$ cat config.mk
export PLATFORM = sky130hd
export DESIGN_NAME = iosys_romload
export DESIGN_NICKNAME = d
export VERILOG_FILES = /design/src/rtl/iosys_romload.sv
export SDC_FILE = /design/constraint.sdc
export NUM_CORES = 1
export LEC_CHECK = 0
export ABC_AREA = 1
export BUFFER_PORTS_ARGS = -buffer_cell sky130_fd_sc_hd__buf_4
export CAP_MARGIN = 20
export CELL_PAD_IN_SITES_DETAIL_PLACEMENT = 2
export CELL_PAD_IN_SITES_GLOBAL_PLACEMENT = 2
export CORE_MARGIN = 5
export CORE_UTILIZATION = 35
export CTS_CLUSTER_DIAMETER = 60
export DETAILED_ROUTE_END_ITERATION = 8
export PLACE_DENSITY_LB_ADDON = 0.1
export SETUP_SLACK_MARGIN = 0.2
export SLEW_MARGIN = 20
export SYNTH_ARGS = -nofsm -noshare
export SYNTH_HDL_FRONTEND = slang
export SYNTH_SLANG_ARGS = --single-unit
export TNS_END_PERCENT = 5
$ cat constraint.sdc
create_clock -name clk -period 4.1 [get_ports clk]
set_input_delay 0.41 -clock clk [delete_from_list [all_inputs] [get_ports clk]]
set_output_delay 0.41 -clock clk [all_outputs]
set_load 0.005 [all_outputs]
$ cat src/rtl/iosys_romload.sv
// iosys_romload: ROM-load streamer on the PicoRV32 memory bus.
// Firmware pushes 32-bit ROM words into a DEPTH-word FIFO. A two-state
// serialiser cuts each word into OUT_W-bit beats, low beat first, and
// hands them to the core's ROM loader over a valid/ready handshake.
// Optional feature macro: IOSYS_ROMLOAD_CSUM_EN adds a 16-bit running
// byte checksum readable at BASE_ADDR+0xC.
module iosys_romload #(
   parameter logic [31:0] BASE_ADDR = 32'h0200_0030,
   parameter int          DEPTH     = 8,
   parameter int          OUT_W     = 8
) (
   input  logic             clk,
   input  logic             reset,
   input  logic             mem_valid,
   input  logic [31:0]      mem_addr,
   input  logic [31:0]      mem_wdata,
   input  logic [3:0]       mem_wstrb,
   output logic             mem_ready,
   output logic [31:0]      mem_rdata,
   output logic             rom_loading,
   output logic [OUT_W-1:0] rom_do,
   output logic             rom_do_valid,
   input  logic             rom_do_ready
);

   localparam int          AW         = $clog2(DEPTH);
   localparam int          NBEATS     = 32 / OUT_W;
   localparam logic [1:0]  LAST_BEAT  = 2'(NBEATS - 1);
   localparam logic [31:0] COUNT_STEP = 32'(OUT_W / 8);

   generate
      if (OUT_W != 8 && OUT_W != 16) begin : g_bad_out_w
         $error("iosys_romload: OUT_W must be 8 or 16");
      end
      if (DEPTH < 2 || (DEPTH & (DEPTH - 1)) != 0) begin : g_bad_depth
         $error("iosys_romload: DEPTH must be a power of two and at least 2");
      end
   endgenerate

   typedef enum logic {
      ST_IDLE  = 1'b0,
      ST_SHIFT = 1'b1
   } serState_e;

   serState_e   state_q, state_d;
   logic [31:0] word_q, word_d;
   logic [1:0]  beat_q, beat_d;
   logic        loading_q, loading_d;
   logic        stopPending_q, stopPending_d;
   logic [31:0] count_q, count_d;
   logic [AW:0] wrPtr_q, rdPtr_q;
   logic [31:0] fifoMem [DEPTH];

   logic selCtrl, selData, selCount, selCsum;
   logic isWrite, ctrlWrite, startCmd, stopCmd;
   logic fifoEmpty, fifoFull, push, pop, xfer;

   assign selCtrl  = mem_valid && (mem_addr == BASE_ADDR);
   assign selData  = mem_valid && (mem_addr == BASE_ADDR + 32'd4);
   assign selCount = mem_valid && (mem_addr == BASE_ADDR + 32'd8);
   assign selCsum  = mem_valid && (mem_addr == BASE_ADDR + 32'd12);
   assign isWrite  = |mem_wstrb;

   assign ctrlWrite = selCtrl && isWrite;
   assign startCmd  = ctrlWrite && (mem_wdata[7:0] == 8'd1) && !loading_q;
   assign stopCmd   = ctrlWrite && (mem_wdata[7:0] == 8'd0) && loading_q;

   // The extra pointer bit tells full from empty when the indices match.
   assign fifoEmpty = (wrPtr_q == rdPtr_q);
   assign fifoFull  = (wrPtr_q[AW] != rdPtr_q[AW]) &&
                      (wrPtr_q[AW-1:0] == rdPtr_q[AW-1:0]);

   // Full is judged on registered state, so a same-cycle pop never frees
   // the slot for a push in that cycle.
   assign push = selData && isWrite && loading_q && !fifoFull;

   assign rom_do_valid = (state_q == ST_SHIFT);
   assign rom_do       = rom_do_valid ? word_q[OUT_W-1:0] : '0;
   assign xfer         = rom_do_valid && rom_do_ready;
   assign rom_loading  = loading_q;

   // Bus handshake: only a DATA write into a full FIFO while loading
   // stalls the CPU; every other selected access completes at once.
   always_comb begin
      mem_ready = 1'b0;
      if (selCtrl || selCount || selCsum) begin
         mem_ready = 1'b1;
      end
      if (selData) begin
         mem_ready = !(isWrite && loading_q && fifoFull);
      end
   end

   // Read mux; unselected or write-only registers return zero.
   always_comb begin
      mem_rdata = '0;
      if (selCtrl) begin
         mem_rdata = {28'b0, stopPending_q, fifoEmpty, fifoFull, loading_q};
      end else if (selCount) begin
         mem_rdata = count_q;
      end else if (selCsum) begin
`ifdef IOSYS_ROMLOAD_CSUM_EN
         mem_rdata = {16'b0, csum_q};
`else
         mem_rdata = '0;
`endif
      end
   end

   // FIFO storage needs no reset: clearing the pointers drops its contents.
   always_ff @(posedge clk) begin
      if (push) begin
         fifoMem[wrPtr_q[AW-1:0]] <= mem_wdata;
      end
   end

   // FIFO pointers advance on accepted pushes and serialiser pops.
   always_ff @(posedge clk) begin
      if (reset) begin
         wrPtr_q <= '0;
         rdPtr_q <= '0;
      end else begin
         if (push) begin
            wrPtr_q <= wrPtr_q + 1'b1;
         end
         if (pop) begin
            rdPtr_q <= rdPtr_q + 1'b1;
         end
      end
   end

   // Serialiser next state: load a word when idle, shift one beat per
   // transfer, and chain straight into the next word after the last beat.
   always_comb begin
      state_d = state_q;
      word_d  = word_q;
      beat_d  = beat_q;
      pop     = 1'b0;
      case (state_q)
         ST_IDLE: begin
            if (!fifoEmpty) begin
               pop     = 1'b1;
               word_d  = fifoMem[rdPtr_q[AW-1:0]];
               beat_d  = '0;
               state_d = ST_SHIFT;
            end
         end
         ST_SHIFT: begin
            if (rom_do_ready) begin
               if (beat_q == LAST_BEAT) begin
                  if (!fifoEmpty) begin
                     pop    = 1'b1;
                     word_d = fifoMem[rdPtr_q[AW-1:0]];
                     beat_d = '0;
                  end else begin
                     state_d = ST_IDLE;
                  end
               end else begin
                  word_d = word_q >> OUT_W;
                  beat_d = beat_q + 2'd1;
               end
            end
         end
         default: begin
            state_d = ST_IDLE;
         end
      endcase
   end

   // Session control and byte counter; session end outranks a late stop.
   always_comb begin
      loading_d     = loading_q;
      stopPending_d = stopPending_q;
      count_d       = count_q;
      if (xfer) begin
         count_d = count_q + COUNT_STEP;
      end
      if (startCmd) begin
         loading_d = 1'b1;
         count_d   = '0;
      end else if (stopCmd) begin
         stopPending_d = 1'b1;
      end
      if (stopPending_q && fifoEmpty && (state_q == ST_IDLE)) begin
         loading_d     = 1'b0;
         stopPending_d = 1'b0;
      end
   end

   // State registers for the serialiser, session flags and counter.
   always_ff @(posedge clk) begin
      if (reset) begin
         state_q       <= ST_IDLE;
         word_q        <= '0;
         beat_q        <= '0;
         loading_q     <= 1'b0;
         stopPending_q <= 1'b0;
         count_q       <= '0;
      end else begin
         state_q       <= state_d;
         word_q        <= word_d;
         beat_q        <= beat_d;
         loading_q     <= loading_d;
         stopPending_q <= stopPending_d;
         count_q       <= count_d;
      end
   end

`ifdef IOSYS_ROMLOAD_CSUM_EN
   logic [15:0] csum_q, csum_d, beatSum;

   // Sum of the bytes in the beat currently on rom_do.
   always_comb begin
      beatSum = '0;
      for (int b = 0; b < OUT_W / 8; b++) begin
         beatSum = beatSum + 16'(rom_do[8*b +: 8]);
      end
   end

   // Checksum accumulates every transferred byte and restarts per session.
   always_comb begin
      csum_d = csum_q;
      if (xfer) begin
         csum_d = csum_q + beatSum;
      end
      if (startCmd) begin
         csum_d = '0;
      end
   end

   // Checksum register.
   always_ff @(posedge clk) begin
      if (reset) begin
         csum_q <= '0;
      end else begin
         csum_q <= csum_d;
      end
   end
`endif

endmodule

==> results of run 1 <==
-- power breakdown --
part | switching [mW] | leakage [nW] | internal [mW]
Sequential | 0.102 | 2.95 | 3.77
Clock | 1.44 | 0.613 | 2.01
Combinational | 0.936 | 2.67 | 0.419
-- kinds of logic (layout without fill, tap and decap cells) --
family / after synthesis / after routing / share of synthesized area [%]
xor+xnor: 24 / 24 / 1.44
compound gates: 268 / 268 / 10.4
simple gates: 617 / 617 / 18.3
buf+inv: 203 / 345 / 5.84
flops: 336 / 336 / 63.7
fa+ha+maj: 4 / 4 / 0.343
-- routing by layer --
layer	up-vias	wire, um	part of all wire, %
li1	5196	-	-
met4	0	772	1.7
met1	5615	19400	43
met2	122	23500	52
met3	56	1310	2.9
met5	-	0	0
-- synth_stat cells, types with 3 or more instances --
library cell,number
clkbuf_1,32
nor2_1,222
nand3_1,86
dfxtp_1,80
o211ai_1,38
nor3_1,43
inv_1,122
edfxtp_1,256
nand2_1,225
xnor2_1,7
or2_2,4
nand4_1,5
buf_2,28
xor2_1,17
buf_4,6
buf_6,4
nand2_2,7
nor4_1,3
nand3_2,4
a22o_1,3
o221ai_1,11
a21oi_1,54
inv_2,6
o22ai_1,11
o21ai_0,142
nor2_4,6
ha_1,4
-- final timing paths --
check,from,end,slack (ps)
worst max-delay path,wrPtr_q[1],mem_rdata[2],1450
worst min-delay path,mem_wdata[24],fifoMem[5][24],70
worst max register to register,wrPtr_q[1],fifoMem[2][18],1610
worst min register to register,word_q[31],word_q[31],470
-- through the flow --
step	std cells	setup slack, ps	total power [mW]
after floorplan	1452	168	4.80
after global placement	2052	1450	5.27
after detailed placement	2052	1360	5.32
after CTS	2125	1360	8.81
after global routing	2126	1270	9.13
final	2126	1450	8.68
-- state kept, by name, indices dropped and copies added, names as in the netlist, named ones only --
name and count:
fifoMem 256, count_q 32, word_q 32, rdPtr_q 4, wrPtr_q 4, beat_q 2
rom_do_valid 1, rom_loading 1, stopPending_q 1
-- cell type report --
| cell class | instances | area [um2] | area share, % |
|---|---|---|---|
| Clock buffer | 53 | 1090 | 6.31 |
| Timing Repair Buffer | 141 | 1090 | 6.29 |
| Inverter | 131 | 494 | 2.86 |
| Sequential cell | 336 | 9290 | 53.7 |
| Tap cell | 532 | 666 | 3.85 |
| Multi-Input combinational cell | 913 | 4500 | 26.0 |
| Clock inverter | 20 | 164 | 0.947 |
==> flow_metrics.py, run 1 <==
metrics = {
    "setup_path": {
        "required_ps": 3690,
        "cp-end-kind": "output pin",
        "crit_top_cell": "buf_4",
        "worstSetupStartpointType": "flip-flop",
        "cp_num_cells": 6,
        "cp.arrival_ps": 2240,
        "crit_fanout": 29,
        "slowest_delay_ps": 590,
        "crit_buf_inv": 2,
        "crit_family": "flip-flops",
        "criticalPathCategory": "reg -> out",
        "reg2reg_depth": 7,
        "crit_chain": "xor2_1 > nor2_1 > nand2_2 > buf_4 > o21ai_0 > buf_4",
        "cp_slowest_cell": "dfxtp_1",
    },
    "drt": {
        "drt-total-wl_mm": 45.0,
        "wl_per_cell_um": 21.1,
        "dr.pass1.iters": 4,
        "drtIter0Drc": 544,
        "ant_nets": 0,
        "vias_per_cell": 5.17,
        "route.detailed.drc": 0,
        "vias": 11000,
    },
    "sta": {
        "finalCriticalPeriod_ps": 2650,
        "whs_ps": 66.6,
        "slew_violations": 0,
        "slew-limit-headroom_pct": 31.8,
        "finalCritPeriodShare_pct": 64.7,
        "max_freq_mhz": 377,
        "worstMarginPinSlew_ps": 1020,
        "finalHoldViolCount": 0,
        "rsz0062_at_grt": "false",
        "setup-tns-final_ps": 0,
        "finClkSkew_ps": 21.7,
        "setup_violations": 0,
    },
    "global_route": {
        "grt_pass1_wl_mm": 72.1,
        "grt_max_degree": 83,
        "grt_usage_pct": 19.6,
        "first_global_vias": 12400,
        "use_met1_pct": 24.4,
        "antenna_found_initial": 0,
        "use_met3_pct": 3.39,
        "busiest_layer": "met2",
        "global_route.usage.met2_pct": 36.1,
        "grt-ovfl-total": 0,
    },
    "final_layout": {
        "antennaDiodeCount": 0,
        "final_common_cell": "edfxtp_1",
        "layout_common_cells": "edfxtp_1, nand2_1, nor2_1, o21ai_0, buf_4",
        "design_area_um2": 17300,
        "nets": 1639,
        "drive_above_1_share_pct": 15.6,
        "fill_cells": 4395,
        "syn2layout_area_growth_pct": 18.6,
        "post-route-util_pct": 42.2,
    },
    "clocking": {
        "clk_path_buf_depth": 3,
        "cts.repair.resized": 0,
        "path_clk_slew_ps": 60,
        "cts_root_buf": "clkbuf_16",
        "ctsHoldBuffers": 0,
        "cts.sinks": 336,
        "insertion_delay_ps": 570,
        "post_cts_buffers": 0,
        "cts_max_level": 2,
        "cts_tree": "done",
        "cts_buffers": 40,
    },
    "synth": {
        "synth_largest_area_cell": "edfxtp_1",
        "syn_nets": 1528,
        "syn_avg_cell_area_um2": 10.0,
        "synthCells": 1452,
        "ys_ff_latch": 336,
        "synth_edf_count": 256,
        "seq_area_frac_synth_pct": 63.7,
        "yosys-top-cells-area": "edfxtp_1, dfxtp_1, nand2_1",
        "synth_ff_type": "edfxtp_1",
        "postSynth.asyncResetShare_pct": 0,
        "mappedNetlistArea_um2": 14600,
        "yosys.area.top_type_share_pct": 52.7,
        "ys_warn_count": 0,
        "yosysUniqueCellTypes": 44,
    },
    "die": {
        "ios": 115,
        "num_rows": 74,
        "fp.coreArea_um2": 41000,
        "die-area_um2": 45900,
        "die_height_um": 214,
        "die_w_um": 214,
        "start_util_pct": 35.6,
    },
    "placement": {
        "hpwlAfterDp_mm": 28.7,
        "port_buffers": 114,
        "place.gp.congestion": 0.733,
        "placed_area_um2": 16000,
    },
    "job": {
        "drv_cap": 0,
    },
    "power_and_ir_drop": {
        "power_density_nw_per_um2": 501,
        "max-vdd-ir-drop_v": 0.000354,
        "power_leakage_nw": 6.23,
    },
    "status": {
        "outcome": "finished, final reports clean",
    },
    "worst_hold_path": {
        "hp-class": "in -> reg",
        "holdPathStages": 1,
    },
}
No activity file was read; power rests on OpenSTA's default activity.
==> run 2, diff against run 1 <==
ABC_AREA = 0   (was 1)
CORE_UTILIZATION = 40   (was 35)
clock period = 2.2 ns   (was 4.1 ns; I/O delays follow)
==> run 2 against run 1 <==
Net effect:
- the run now ends with setup timing left
- count of clock-buffer cells in the layout shrank 3
- worst setup slack lost 1500 ps
- wire length shrank 15%
- combinational power grew 58%
- non-clock buffer count grew 75
- utilization grew 12 points
- critical endpoint unchanged
- critical path depth shrank 1
==> flow_metrics.py, run 2 <==
metrics = {
    "power_and_ir_drop": {
        "power_leakage_nw": 6.01,
        "p_int_mw": 12.1,
        "sw_frac_of_total_pct": 24.3,
        "p_switching_mw": 3.88,
        "p_clk_share_pct": 42.1,
        "max-vdd-ir-drop_v": 0.000941,
        "pwr-share-comb_pct": 13.4,
        "p_seq_share_pct": 44.4,
        "power_density_nw_per_um2": 889,
    },
    "placement": {
        "placed_cells": 1376,
        "port_buffers": 114,
        "place.gp.congestion": 0.739,
        "dpl_worst_slack_ps": -355,
        "hpwlAfterDp_mm": 23.7,
    },
    "drt": {
        "dr.pass1.iters": 5,
        "wl_per_cell_um": 25.5,
        "ant_nets": 0,
        "route.detailed.drc": 0,
        "vias": 8094,
        "drtIter0Drc": 416,
        "vias_per_cell": 5.40,
        "drt-total-wl_mm": 38.3,
    },
    "clocking": {
        "cts_max_level": 2,
        "clk_path_buf_depth": 3,
        "path_clk_slew_ps": 60,
        "cts_root_buf": "clkbuf_16",
        "cts.sinks": 336,
        "cts_tree": "done",
        "cts_buffers": 39,
        "insertion_delay_ps": 540,
    },
    "die": {
        "ios": 115,
        "die-area_um2": 37200,
        "fp.coreArea_um2": 33300,
        "num_rows": 67,
        "die_w_um": 193,
        "start_util_pct": 40.2,
        "die_height_um": 193,
    },
    "synth": {
        "postSynth.asyncResetShare_pct": 0,
        "ys_ff_latch": 336,
        "synth_largest_area_cell": "edfxtp_1",
        "synth_top_cells_by_count": "edfxtp_1, dfxtp_1, mux4_2, nor2_1, and2_1",
        "yosysUniqueCellTypes": 52,
        "synthCells": 810,
        "synth_ff_type": "edfxtp_1",
        "yosys-top-cells-area": "edfxtp_1, dfxtp_1, mux4_2",
        "synth_most_common_cell": "edfxtp_1",
        "syn_avg_cell_area_um2": 16.5,
        "mappedNetlistArea_um2": 13400,
        "ys_warn_count": 0,
        "yosys.area.top_type_share_pct": 57.4,
        "seq_area_frac_synth_pct": 69.4,
        "synth_edf_count": 256,
        "syn_nets": 886,
    },
    "final_layout": {
        "drive_above_1_share_pct": 41.3,
        "final_cells": 1500,
        "multiInputGateArea_um2": 4500,
        "layout_common_cells": "edfxtp_1, buf_4, dfxtp_1, mux4_2, nor2_1",
        "final_common_cell": "edfxtp_1",
        "largest_reg_flops": 256,
        "seq_area_um2": 9320,
        "nets": 1099,
        "fill_cells": 2900,
        "syn2layout_area_growth_pct": 34.4,
        "antennaDiodeCount": 0,
    },
    "setup_path": {
        "reg2reg_depth": 7,
        "cp-end-kind": "output pin",
        "crit_path_end": "mem_rdata[2]",
        "r2r-start": "wrPtr_q[2]",
        "cp_slowest_cell": "or4_4",
        "criticalPathCategory": "reg -> out",
        "crit_fanout": 3,
        "crit_start": "wrPtr_q[2]",
        "slowest_delay_ps": 590,
        "crit_chain": "xor2_4 > or4_4 > nor4_4 > a21o_1 > buf_4",
        "cp.arrival_ps": 2040,
        "required_ps": 1980,
        "r2r_slack_ps": 10,
        "reg2reg_to": "word_q[26]",
        "worstSetupStartpointType": "flip-flop",
    },
    "sta": {
        "max_freq_mhz": 442,
        "finalCritPeriodShare_pct": 103,
        "rsz0062_at_grt": "true",
        "finalCriticalPeriod_ps": 2260,
        "fin_ws_ps": -63.9,
        "worstMarginPinSlew_ps": 546,
        "slew-limit-headroom_pct": 63.3,
        "finClkSkew_ps": 27.4,
        "setup_violations": 1,
        "slew_violations": 0,
        "finalHoldViolCount": 0,
    },
    "worst_hold_path": {
        "hp-class": "in -> reg",
    },
    "global_route": {
        "grt-ovfl-total": 0,
        "grt_pass1_wl_mm": 56.2,
        "first_global_vias": 9039,
        "grt_max_degree": 41,
        "grt_usage_pct": 20.1,
        "antenna_found_initial": 0,
    },
    "status": {
        "violations": "setup timing",
        "outcome": "finished with violations",
    },
    "job": {
        "drv_cap": 0,
    },
}
-- run 2: how the worst min path moves through the flow --
stage,from,slack [ps],cells after the start,end
final,mem_wdata[1],50,2,fifoMem[5][1]
after detailed placement,word_q[13],460,2,word_q[13]
after global placement,word_q[23],440,2,word_q[23]
after global routing,mem_wdata[1],40,2,fifoMem[5][1]
after floorplan,mem_wdata[0],320,0,fifoMem[0][0]
after CTS,mem_wdata[1],20,2,fifoMem[5][1]
-- run 2: layer usage --
metal / share of wire, % / track usage [%] / routed length (um) / up-vias
li1: - / - / - / 3610
met1: 40 / 25.3 / 15400 / 4210
met2: 53 / 36.8 / 20400 / 226
met3: 5.0 / 3.06 / 1900 / 48
met4: 1.7 / 4.49 / 651 / 0
met5: 0 / 0 / 0 / -
-- run 2: cell families (layout without fill, tap and decap cells) --
group,count (synthesis),count (layout),share of synthesized area [%]
xor+xnor,39,39,2.55
simple gates,212,212,8.54
fa+ha+maj,4,4,0.374
flops,336,336,69.4
buf+inv,48,290,1.61
compound gates,73,73,3.98
mux,98,98,13.5
-- run 2: repair_timing --
| action | 4_1_cts | 5_1_grt |
|---|---|---|
| pin swaps | 19 | 34 |
| setup endpoints to repair | 308 | 321 |
| gates resized for setup | 62 | 104 |
| hold buffers | 32 | 0 |
| endpoints found under the hold margin | 249 | 0 |
| cloned | 2 | 2 |
| setup buffers | 12 | 6 |
-- run 2: power by group through the flow --
stage	sequential, mW	clock, mW	combinational (mW)
final	7.11	6.74	2.15
after detailed placement	7.22	0	1.77
after floorplan	7.14	0	1.15
after global placement	7.20	0	1.70
after global routing	7.12	7.20	2.29
after CTS	7.10	6.90	1.97
-- run 2: stage by stage --
step	instance area (um2)	power, mW	TNS (ps)	utilization (%)	hold WS (ps)
floorplan	13500	8.30	-64280	-	319
global placement	15400	8.90	-49720	46.3	440
detailed placement	15400	8.99	-56410	46.3	462
CTS	17500	16.0	-98.7	52.5	20.9
global route	18000	16.6	-224	54.0	35.4
finish	18000	16.0	-63.9	54.0	46.6
-- run 2: layout make-up --
cell class	count	area share, %
Clock buffer	50	5.82
Clock inverter	20	1.57
Inverter	4	0.0835
Multi-Input combinational cell	426	25.0
Sequential cell	336	51.8
Tap cell	448	3.12
Timing Repair Buffer	216	12.6
-- run 2: worst max-delay path: cells and delay by family (launching register included) --
kind	cells	cell delay, ps
buffers and inverters	1	100
AOI/OAI and AO/OA	1	110
and+or+nand+nor	2	750
DFF	1	370
xor gates and xnor gates	1	200
